File: config.mk
export PLATFORM = sky130hd
export DESIGN_NAME = key_step_ctrl_flat
export DESIGN_NICKNAME = d
export VERILOG_FILES = /design/src/rtl/key_step_ctrl_if.sv /design/src/rtl/key_step_ctrl.sv /design/src/flat_wrapper.sv
export SDC_FILE = /design/constraint.sdc
export NUM_CORES = 1
export LEC_CHECK = 0
export ABC_AREA = 1
export BUFFER_PORTS_ARGS = -buffer_cell sky130_fd_sc_hd__buf_2
export CAP_MARGIN = 15
export CORE_ASPECT_RATIO = 0.9
export CORE_MARGIN = 5
export CORE_UTILIZATION = 62
export DETAILED_ROUTE_END_ITERATION = 8
export PLACE_DENSITY = 0.8
export REMOVE_ABC_BUFFERS = 1
export SYNTH_ARGS = -nofsm -noshare
export SYNTH_HDL_FRONTEND = slang
export SYNTH_SLANG_ARGS = --single-unit
File: constraint.sdc
create_clock -name clk -period 2.9 [get_ports clk]
set_clock_uncertainty 0.2 [all_clocks]
set_input_delay 0.58 -clock clk [delete_from_list [all_inputs] [get_ports clk]]
set_output_delay 0.58 -clock clk [all_outputs]
set_load 0.02 [all_outputs]
File: src/rtl/key_step_ctrl_if.sv
// key_step_ctrl_if: bundles the raw push-key inputs and the adjusted-value
// outputs of key_step_ctrl.
//   key_add/key_sub : raw active-low keys, asynchronous to the consumer clock
//   value/step_pulse/step_dir/at_limit : adjusted value and change indicators
// The master modport drives the keys and observes the results; the slave
// modport is the controller side.
interface key_step_ctrl_if #(
  parameter int WIDTH = 10
);
  logic             key_add;
  logic             key_sub;
  logic [WIDTH-1:0] value;
  logic             step_pulse;
  logic             step_dir;
  logic             at_limit;

  modport master (
    output key_add,
    output key_sub,
    input  value,
    input  step_pulse,
    input  step_dir,
    input  at_limit
  );

  modport slave (
    input  key_add,
    input  key_sub,
    output value,
    output step_pulse,
    output step_dir,
    output at_limit
  );
endinterface

File: src/rtl/key_step_ctrl.sv
// key_step_ctrl: turns two debounced active-low push-keys (up/down) into
// bounded STEP adjustments of a WIDTH-bit value, with one step per press,
// optional hold-to-auto-repeat, saturate-or-wrap bounds and a both-keys lockout.
// Ports:
//   clk  : system clock
//   rst  : synchronous active-low reset
//   bus  : key_step_ctrl_if.slave -- key_add/key_sub in (raw, async, active-low);
//          value, step_pulse, step_dir, at_limit out (all registered)
// Latency: first step lands DEBOUNCE_CYC+3 edges after the first edge that
// samples a key low (2 sync flops, DEBOUNCE_CYC debounce edges, 1 FSM edge).
module key_step_ctrl #(
  parameter int WIDTH        = 10,
  parameter int STEP         = 5,
  parameter int MIN_VAL      = 0,
  parameter int MAX_VAL      = 1023,
  parameter int INIT_VAL     = 0,
  parameter int DEBOUNCE_CYC = 135000,
  parameter int REPEAT_EN    = 1,
  parameter int HOLD_CYC     = 13500000,
  parameter int REPEAT_CYC   = 2700000,
  parameter int WRAP         = 0
) (
  input logic             clk,
  input logic             rst,
  key_step_ctrl_if.slave  bus
);

  // ---------------------------------------------------------------------------
  // Constants
  // ---------------------------------------------------------------------------
  // Debounce counter only needs to reach DEBOUNCE_CYC-1.
  localparam int DB_W   = (DEBOUNCE_CYC > 1) ? $clog2(DEBOUNCE_CYC) : 1;
  // One counter is shared between the hold and repeat phases.
  localparam int HR_MAX = (HOLD_CYC > REPEAT_CYC) ? HOLD_CYC : REPEAT_CYC;
  localparam int HR_W   = (HR_MAX > 1) ? $clog2(HR_MAX) : 1;

  localparam logic [DB_W-1:0] DB_LAST   = DB_W'(DEBOUNCE_CYC - 1);
  localparam logic [HR_W-1:0] HOLD_LAST = HR_W'(HOLD_CYC - 1);
  localparam logic [HR_W-1:0] REP_LAST  = HR_W'(REPEAT_CYC - 1);

  // One extra bit so value+STEP can never overflow before the bound test.
  localparam logic [WIDTH:0] STEP_X = (WIDTH+1)'(STEP);
  localparam logic [WIDTH:0] MIN_X  = (WIDTH+1)'(MIN_VAL);
  localparam logic [WIDTH:0] MAX_X  = (WIDTH+1)'(MAX_VAL);
  localparam logic [WIDTH:0] ONE_X  = (WIDTH+1)'(1);

  localparam logic [WIDTH-1:0] INIT_V   = WIDTH'(INIT_VAL);
  localparam logic [WIDTH-1:0] MIN_V    = WIDTH'(MIN_VAL);
  localparam logic [WIDTH-1:0] MAX_V    = WIDTH'(MAX_VAL);
  localparam logic             INIT_LIM = (INIT_VAL == MIN_VAL) || (INIT_VAL == MAX_VAL);

  // ---------------------------------------------------------------------------
  // Synchroniser and debouncer; index 0 = add key, index 1 = sub key.
  // All levels are active-low: 1 means released.
  // ---------------------------------------------------------------------------
  logic [1:0]      raw;
  logic [1:0]      sync1;
  logic [1:0]      sync2;
  logic [1:0]      deb;
  logic [DB_W-1:0] db_cnt_add;
  logic [DB_W-1:0] db_cnt_sub;

  assign raw = {bus.key_sub, bus.key_add};

  always_ff @(posedge clk) begin
    if (!rst) begin
      sync1      <= 2'b11;
      sync2      <= 2'b11;
      deb        <= 2'b11;
      db_cnt_add <= '0;
      db_cnt_sub <= '0;
    end else begin
      sync1 <= raw;
      sync2 <= sync1;

      // A level change is accepted only after DEBOUNCE_CYC consecutive
      // mismatching edges; any return to the old level restarts the count.
      if (sync2[0] == deb[0]) begin
        db_cnt_add <= '0;
      end else if (db_cnt_add == DB_LAST) begin
        deb[0]     <= sync2[0];
        db_cnt_add <= '0;
      end else begin
        db_cnt_add <= db_cnt_add + 1'b1;
      end

      if (sync2[1] == deb[1]) begin
        db_cnt_sub <= '0;
      end else if (db_cnt_sub == DB_LAST) begin
        deb[1]     <= sync2[1];
        db_cnt_sub <= '0;
      end else begin
        db_cnt_sub <= db_cnt_sub + 1'b1;
      end
    end
  end

  logic add_on;
  logic sub_on;

  assign add_on = ~deb[0];
  assign sub_on = ~deb[1];

  // ---------------------------------------------------------------------------
  // Press FSM state
  // ---------------------------------------------------------------------------
  typedef enum logic [1:0] {
    IDLE   = 2'd0,
    HOLD   = 2'd1,
    REPEAT = 2'd2,
    LOCK   = 2'd3
  } state_t;

  state_t           state;
  logic             dir_q;      // key that started the press: 1 = add
  logic [HR_W-1:0]  hr_cnt;
  logic [WIDTH-1:0] value_q;
  logic             pulse_q;
  logic             sdir_q;
  logic             lim_q;

  // Active key is the one that started the press; the other one only matters
  // as a lockout trigger.
  logic act_on;
  logic oth_on;

  assign act_on = dir_q ? add_on : sub_on;
  assign oth_on = dir_q ? sub_on : add_on;

  // ---------------------------------------------------------------------------
  // Step request: mirrors the FSM transitions that carry a step.
  // ---------------------------------------------------------------------------
  logic step_req;
  logic step_up;

  always_comb begin
    step_req = 1'b0;
    step_up  = 1'b0;
    case (state)
      IDLE: begin
        if (add_on ^ sub_on) begin
          step_req = 1'b1;
          step_up  = add_on;
        end
      end
      HOLD: begin
        if (act_on && !oth_on && (REPEAT_EN != 0) && (hr_cnt == HOLD_LAST)) begin
          step_req = 1'b1;
          step_up  = dir_q;
        end
      end
      REPEAT: begin
        if (act_on && !oth_on && (hr_cnt == REP_LAST)) begin
          step_req = 1'b1;
          step_up  = dir_q;
        end
      end
      default: begin
        step_req = 1'b0;
        step_up  = 1'b0;
      end
    endcase
  end

  // ---------------------------------------------------------------------------
  // Bounded arithmetic in WIDTH+1 bits. STEP never exceeds the range, so a
  // single wrap correction is always enough.
  // ---------------------------------------------------------------------------
  logic [WIDTH:0]   val_x;
  logic [WIDTH:0]   up_sum;
  logic [WIDTH:0]   up_val;
  logic [WIDTH:0]   dn_val;
  logic [WIDTH-1:0] new_val;
  logic [WIDTH-1:0] nxt_val;

  always_comb begin
    val_x  = {1'b0, value_q};
    up_sum = val_x + STEP_X;

    if (up_sum > MAX_X) begin
      if (WRAP != 0) begin
        up_val = MIN_X + (up_sum - MAX_X - ONE_X);
      end else begin
        up_val = MAX_X;
      end
    end else begin
      up_val = up_sum;
    end

    // value-STEP < MIN rewritten as value < MIN+STEP to stay unsigned.
    if (val_x < (MIN_X + STEP_X)) begin
      if (WRAP != 0) begin
        dn_val = MAX_X - (MIN_X + STEP_X - val_x - ONE_X);
      end else begin
        dn_val = MIN_X;
      end
    end else begin
      dn_val = val_x - STEP_X;
    end

    new_val = step_up ? up_val[WIDTH-1:0] : dn_val[WIDTH-1:0];
    nxt_val = step_req ? new_val : value_q;
  end

  // ---------------------------------------------------------------------------
  // FSM with registered outputs
  // ---------------------------------------------------------------------------
  always_ff @(posedge clk) begin
    if (!rst) begin
      state   <= IDLE;
      dir_q   <= 1'b0;
      hr_cnt  <= '0;
      value_q <= INIT_V;
      pulse_q <= 1'b0;
      sdir_q  <= 1'b0;
      lim_q   <= INIT_LIM;
    end else begin
      // A step that lands on an already-saturated bound is silent, but the
      // FSM still advances exactly as if it had moved.
      if (step_req && (new_val != value_q)) begin
        value_q <= new_val;
        pulse_q <= 1'b1;
        sdir_q  <= step_up;
      end else begin
        pulse_q <= 1'b0;
      end

      // Derived from the next value so it lines up with value.
      lim_q <= (nxt_val == MIN_V) || (nxt_val == MAX_V);

      case (state)
        IDLE: begin
          if (add_on && sub_on) begin
            state <= LOCK;
          end else if (add_on || sub_on) begin
            state  <= HOLD;
            dir_q  <= add_on;
            hr_cnt <= '0;
          end
        end
        HOLD: begin
          if (!act_on) begin
            state <= IDLE;
          end else if (oth_on) begin
            state <= LOCK;
          end else if (REPEAT_EN != 0) begin
            if (hr_cnt == HOLD_LAST) begin
              state  <= REPEAT;
              hr_cnt <= '0;
            end else begin
              hr_cnt <= hr_cnt + 1'b1;
            end
          end
        end
        REPEAT: begin
          if (!act_on) begin
            state <= IDLE;
          end else if (oth_on) begin
            state <= LOCK;
          end else if (hr_cnt == REP_LAST) begin
            hr_cnt <= '0;
          end else begin
            hr_cnt <= hr_cnt + 1'b1;
          end
        end
        LOCK: begin
          // Leave only once both keys are released, so letting go of one
          // key of a pair never produces a step.
          if (!add_on && !sub_on) begin
            state <= IDLE;
          end
        end
        default: begin
          state <= IDLE;
        end
      endcase
    end
  end

  assign bus.value      = value_q;
  assign bus.step_pulse = pulse_q;
  assign bus.step_dir   = sdir_q;
  assign bus.at_limit   = lim_q;

endmodule

File: src/flat_wrapper.sv
// flat-port wrapper written by rule: the top's interface ports become plain ports
module key_step_ctrl_flat 
#(
  parameter int WIDTH        = 10,
  parameter int STEP         = 5,
  parameter int MIN_VAL      = 0,
  parameter int MAX_VAL      = 1023,
  parameter int INIT_VAL     = 0,
  parameter int DEBOUNCE_CYC = 135000,
  parameter int REPEAT_EN    = 1,
  parameter int HOLD_CYC     = 13500000,
  parameter int REPEAT_CYC   = 2700000,
  parameter int WRAP         = 0
)
  (clk, rst, bus_key_add, bus_key_sub, bus_value, bus_step_pulse, bus_step_dir, bus_at_limit);
  key_step_ctrl_if #(.WIDTH(WIDTH)) bus_i ();
  input logic clk;
  input logic rst;
  input wire logic [$bits(bus_i.key_add)-1:0] bus_key_add;
  input wire logic [$bits(bus_i.key_sub)-1:0] bus_key_sub;
  output wire logic [$bits(bus_i.value)-1:0] bus_value;
  output wire logic [$bits(bus_i.step_pulse)-1:0] bus_step_pulse;
  output wire logic [$bits(bus_i.step_dir)-1:0] bus_step_dir;
  output wire logic [$bits(bus_i.at_limit)-1:0] bus_at_limit;
  assign bus_i.key_add = bus_key_add;
  assign bus_i.key_sub = bus_key_sub;
  assign bus_value = bus_i.value;
  assign bus_step_pulse = bus_i.step_pulse;
  assign bus_step_dir = bus_i.step_dir;
  assign bus_at_limit = bus_i.at_limit;
  key_step_ctrl #(.WIDTH(WIDTH), .STEP(STEP), .MIN_VAL(MIN_VAL), .MAX_VAL(MAX_VAL), .INIT_VAL(INIT_VAL), .DEBOUNCE_CYC(DEBOUNCE_CYC), .REPEAT_EN(REPEAT_EN), .HOLD_CYC(HOLD_CYC), .REPEAT_CYC(REPEAT_CYC), .WRAP(WRAP)) u_core (.clk(clk), .rst(rst), .bus(bus_i));
endmodule
# Word-level counts from Yosys, hierarchy flattened
# Cells that the tools add are included.
# word_totals
ff_bits,82
inputBits,4
output_inout_bits,13
# classes
add_sub_neg,5
magnitude_cmp,2
eq_ne,21
muxes,33
bitwise,7
n_reduce_logical,19
# op_table
cell,n
24-bit two-way mux,8
24-bit case mux with 3 select lines,1
10-bit two-way mux,4
18-bit by 1-bit adder with 18-bit output (second input constant),2
18-bit == test (second input constant),2
24-bit by 1-bit adder with 24-bit output (second input constant),1
24-bit by 22-bit == test with 1-bit output (second input constant),1
24-bit == test (second input constant),1
2-bit two-way mux,8
10-bit by 3-bit adder with 11-bit output (second input constant),1
11-bit by 10-bit greater-than comparator with 1-bit output (second input constant),1
10-bit == test (second input constant),1
10-bit zero test,1
10-bit by 3-bit less-than comparator with 1-bit output (second input constant),1
10-bit != test,1
10-bit by 3-bit subtractor with 10-bit output (second input constant),1
1-bit two-way mux,9
2-bit by 1-bit != test with 1-bit output (second input constant),4
2-bit case mux with 4 select lines,1
7-bit AND reduction,1
1-bit logical AND,6
2-bit != test (second input constant),3
1-bit inverter,6
1-bit case mux with 3 select lines,2
15 further kinds,20

# Depth between registers and ports, before layout
# depth
depth_word,11
depth_mapped,20
mapped_depth_nobuf,20

# Least setup slack after synthesis
# OpenSTA, ideal clock, no wires.
# synth_timing
path_type,flip-flop to flip-flop
startpoint,register u_core.value_q[0] (netlist: u_core.bus.value[0])
endpoint,register u_core.sdir_q (netlist: u_core.bus.step_dir)
setup_ps,115
arrival_time_ps,2217
required_time_ps,2585
slack_ps,368
path_stages_with_launch,20
period_less_slack_ps,2532
cell_sequence,dfxtp_1 inv_1 ha_1 inv_1 nor3_1 nand2_1 nor2_1 nand2_1 nor2_1 nand2_2 nand2_2 nor2_1 nand3_1 nand2_1 nand2_1 nand2_1 nor2_2 nand2_2 a21oi_1 nor2_1
# synth_via
elab_chain_cells,6
# synth_rtl
item,line_no,rtl
from (decl),key_step_ctrl.sv:117,logic [WIDTH-1:0] value_q;
from (signal assigned),key_step_ctrl.sv:221,value_q <= new_val;
10-bit by 3-bit adder with 11-bit output,key_step_ctrl.sv:178,up_sum = val_x + STEP_X;
11-bit by 10-bit greater-than comparator with 1-bit output,key_step_ctrl.sv:180,if (up_sum > MAX_X) begin
10-bit two-way mux,key_step_ctrl.sv:180,
10-bit two-way mux,key_step_ctrl.sv:201,new_val = step_up ? up_val[WIDTH-1:0] : dn_val[WIDTH-1:0];
10-bit != test *,key_step_ctrl.sv:220,if (step_req && (new_val != value_q)) begin
1-bit logical AND *,key_step_ctrl.sv:220,
to (signal assigned),key_step_ctrl.sv:223,sdir_q <= step_up;
to (decl),key_step_ctrl.sv:119,logic sdir_q;
# Every way passes the cells marked *; elsewhere a longest branch is shown, timed or not.
# A chain may end at the register's enable or synchronous reset.

# Worst setup path after layout
# layout_timing
startpoint,register u_core.hr_cnt[0]
endpoint,register u_core.lim_q (netlist: u_core.bus.at_limit)
# layout_via
elab_chain_cells,8
# layout_rtl
item,line_no,rtl
from (decl),key_step_ctrl.sv:116,logic [HR_W-1:0] hr_cnt;
from (signal assigned),key_step_ctrl.sv:251,hr_cnt <= hr_cnt + 1'b1;
from (signal assigned),key_step_ctrl.sv:263,hr_cnt <= hr_cnt + 1'b1;
24-bit by 22-bit == test with 1-bit output or 24-bit == test (tied branches),"key_step_ctrl.sv:153, key_step_ctrl.sv:147",
1-bit logical AND (on tied branches),"key_step_ctrl.sv:153, key_step_ctrl.sv:147",
1-bit two-way mux (on tied branches),"key_step_ctrl.sv:153, key_step_ctrl.sv:147",
1-bit case mux with 3 select lines,key_step_ctrl.sv:139,case (state)
10-bit two-way mux,key_step_ctrl.sv:201,
10-bit two-way mux *,key_step_ctrl.sv:202,nxt_val = step_req ? new_val : value_q;
10-bit == test or 10-bit zero test (tied branches),key_step_ctrl.sv:229,lim_q <= (nxt_val == MIN_V) || (nxt_val == MAX_V);
1-bit logical OR *,key_step_ctrl.sv:229,
to (signal assigned),key_step_ctrl.sv:229,
to (decl),key_step_ctrl.sv:120,logic lim_q;
# Marks and branches as above.

==> metrics <==
outcome=complete, no violations; residual DRC count=0; DIE AREA=0.009538 mm^2; largest net degree at the start of global routing=19; Comb power frac=1.5%; GRT Residual Overflow=0; ANT nets after route=0; Crit path top cell by count=nand3_1; Highest Clock Rate=0.3797 GHz; Post-Syn Area=0.004763 mm^2; clock tree sinks=82; crit end category=register; Yosys top cell area share=~34%; RSZ-0062 raised after global routing=no; dpl ws=slightly below 0.3 ns; hold slack=between 0.2 and 0.25 ns; post_cts resized=0; Worst Hold End=u_core.sync1[1]$_SDFF_PN1_; dpl cells=about 820; initial antenna violation count=0; Synth cell types=45; antenna diode count=0; DP HPWL=7.745 mm; nets=757; Hold Violations, Final=0; top post-synthesis cells by area=dfxtp_1 (34%), nand2_1 (13%), nor2_1 (8.3%); r2r worst-path depth=16; vias in the first global route=4159; post-synthesis cell count=717; core box area=0.007507 mm^2; crit path time final=2.634 ns; clock share of power=41.4%; switching power=442.2 uW; period utilization=about nine tenths; PortBufs=16; Synth Flop Type=dfxtp_1; worst reg2reg startpoint=u_core.hr_cnt[0]$_SDFFE_PN0P_; top cell type by total area after synthesis=dfxtp_1; PD cells=around 380 mW/mm^2; Startpoint Class=register; CP max-delay cell=dfxtp_1; layout cell share with drive strength beyond 1=11.56%; total CTS buffers=9; max-cap viol count=0; starting density of the core=63.45%; GRT Overall Usage=22.61%; Top delay family on crit path=simple AND/OR/NAND/NOR gates; R2R Path End=u_core.bus.at_limit$_SDFF_PN1_; Placer Congestion=about 0.92; Post-synth top cells=nand2_1 (171), nor2_1 (105), inv_1 (91); total power=just under 2 mW; FF-to-FF setup slack=about 0.27 ns; First-pass DRT Iterations=5; critical-path maximum fanout=9; max-slew violations=0; Sw Share=22.35%; hold path startpoint=bus_key_sub; Root Driver=clkbuf_8; Ports=17; Via density=between 5 and 6; HP Class=in -> reg; Mean Syn Cell Area=6.643 um^2; Worst-Margin Slew=0.6375 ns; Crit path largest cell delay=0.38 ns; sequential share of the synthesized area=34.46%; final wirelength=a little over 10 mm; register bit count reported by yosys=82; worst setup margin=~0.27 ns; H-tree levels=3; Design Area, Final=approximately 0.0051 mm^2; Sequential Power Share=57.1%; Max clock buf depth=2; Non-Filler Instances=840; Setup Viol. Count Final=0; yosys warns=0; P_int=1.536 mW; Buffers & Inverters on Critical Path=2; Syn-to-layout area delta=8.038%; Arr. time, crit path=2.67 ns; Setup Buffers After CTS=0; cts hold-fix bufs=0; number of synthesized flops with an enable pin=0; Leakage=~2.2 nW; WP data required=2.94 ns; first-pass GRT wire length=about 18 mm; Util after Layout=68.55%; CP cell instances=ha_1, nand2_1, nor2_2, nand3_1, nor2_1, and2_1, nand3_2, a31oi_4, buf_4, nand3_1, nand2_1, inv_1, nand2_1, nor2_1, nand3_1, nand3_1; Post-Place Cell Area=roughly 0.005 mm^2; die extent in y=93.16 um; Via Count=between 4k and 5k; Reg clk slew, reported paths=0.08 ns; Row Count=30; CTS tree=yes; Worst Hold Path Cells=2; DRT iter0 DRCs=about 210; worst vdd ir=342.5 uV; Worst-Skew Late Latency=0.35 ns; most frequent cell after synthesis=nand2_1; setup TNS=0 ns; Slew headroom=57.38%; Crit Path Class=reg -> reg; Avg WL per Cell=12.20 um; Async SR Flop Fraction=0%; Die X-Extent=102.4 um
power groups by stage:
stage | registers [mW] | logic, mW | clock network [mW]
floorplan | 1.16 | 0.0180 | 0
global placement | 1.16 | 0.0288 | 0
detailed placement | 1.16 | 0.0296 | 0
CTS | 1.13 | 0.0297 | 0.845
global route | 1.13 | 0.0332 | 0.893
finish | 1.13 | 0.0296 | 0.819
worst max-delay path by stage:
stage,end,cells past startpoint,slack (ns),start
after global placement,u_core.hr_cnt[22]$_SDFFE_PN0P_,14,0.34,u_core.deb[1]$_SDFFE_PN1P_
after global routing,u_core.hr_cnt[22]$_SDFFE_PN0P_,14,0.02,u_core.state[0]$_SDFFE_PN0P_
after floorplan,u_core.bus.step_dir$_SDFFE_PN0P_,19,0.37,u_core.bus.value[0]$_SDFFE_PN0P_
after detailed placement,u_core.hr_cnt[22]$_SDFFE_PN0P_,14,0.30,u_core.state[0]$_SDFFE_PN0P_
after CTS,u_core.bus.step_dir$_SDFFE_PN0P_,17,0.28,u_core.bus.value[1]$_SDFFE_PN0P_
final,u_core.bus.at_limit$_SDFF_PN1_,16,0.27,u_core.hr_cnt[0]$_SDFFE_PN0P_
area by class of cell:
type,instances,area (um^2)
clock buffer,10,127.6
clock inverter,6,67.56
fill,665,2361
inverter,99,371.6
multi-input combinational,527,2706
sequential,82,1643
tap,96,120.1
timing repair buffer,20,110.1
layout by cell type, fill, tap and decap left out, types with 2 or more instances in the layout:
master and n:
nor3b_1 11, ha_1 14, or2_2 5, o21a_1 8
nand2_1 169, inv_1 91, nor2_2 11, o21ai_1 4
clkbuf_8 9, a21oi_1 35, nor3_1 19, a31oi_1 2
nor2_4 3, inv_2 6, buf_4 4, clkinv_1 2
dfxtp_1 81, clkinv_4 2, or2_1 2, nor4_1 5
o21ai_0 21, clkinvlp_4 2, xor2_1 11, nor3_2 2
buf_2 16, nand2_2 10, nand4_1 16, nand3_1 51
nand3_2 6, nand2_4 2, nor2_1 104
kinds of logic after synthesis:
kind of cell | count (synthesis) | synth area share (%)
AO/OA/AOI/OAI | 81 | 10.09
XOR/XNOR | 11 | 2.023
adder cells (fa/ha/maj) | 14 | 3.677
buffers and inverters | 108 | 9.062
flip-flops | 82 | 34.46
AND/OR/NAND/NOR | 421 | 40.69
registers in the layout, indices dropped and copies added (netlist names):
name	count
u_core.sync1	2
u_core.bus.value	10
u_core.bus.at_limit	1
u_core.hr_cnt	24
u_core.bus.step_dir	1
u_core.db_cnt_sub	18
u_core.sync2	2
u_core.dir_q	1
u_core.bus.step_pulse	1
u_core.db_cnt_add	18
u_core.deb	2
u_core.state	2
per-layer routing:
| metal | wire [um] | up-vias | track usage [%] |
|---|---|---|---|
| li1 | - | 2362 | - |
| met1 | 4779 | 2050 | 29.16 |
| met2 | 4800 | 110 | 36.80 |
| met3 | 468 | 19 | 4.474 |
| met4 | 202 | 0 | 9.290 |
| met5 | 0 | - | 0 |
(Power assumes the default switching activity.)
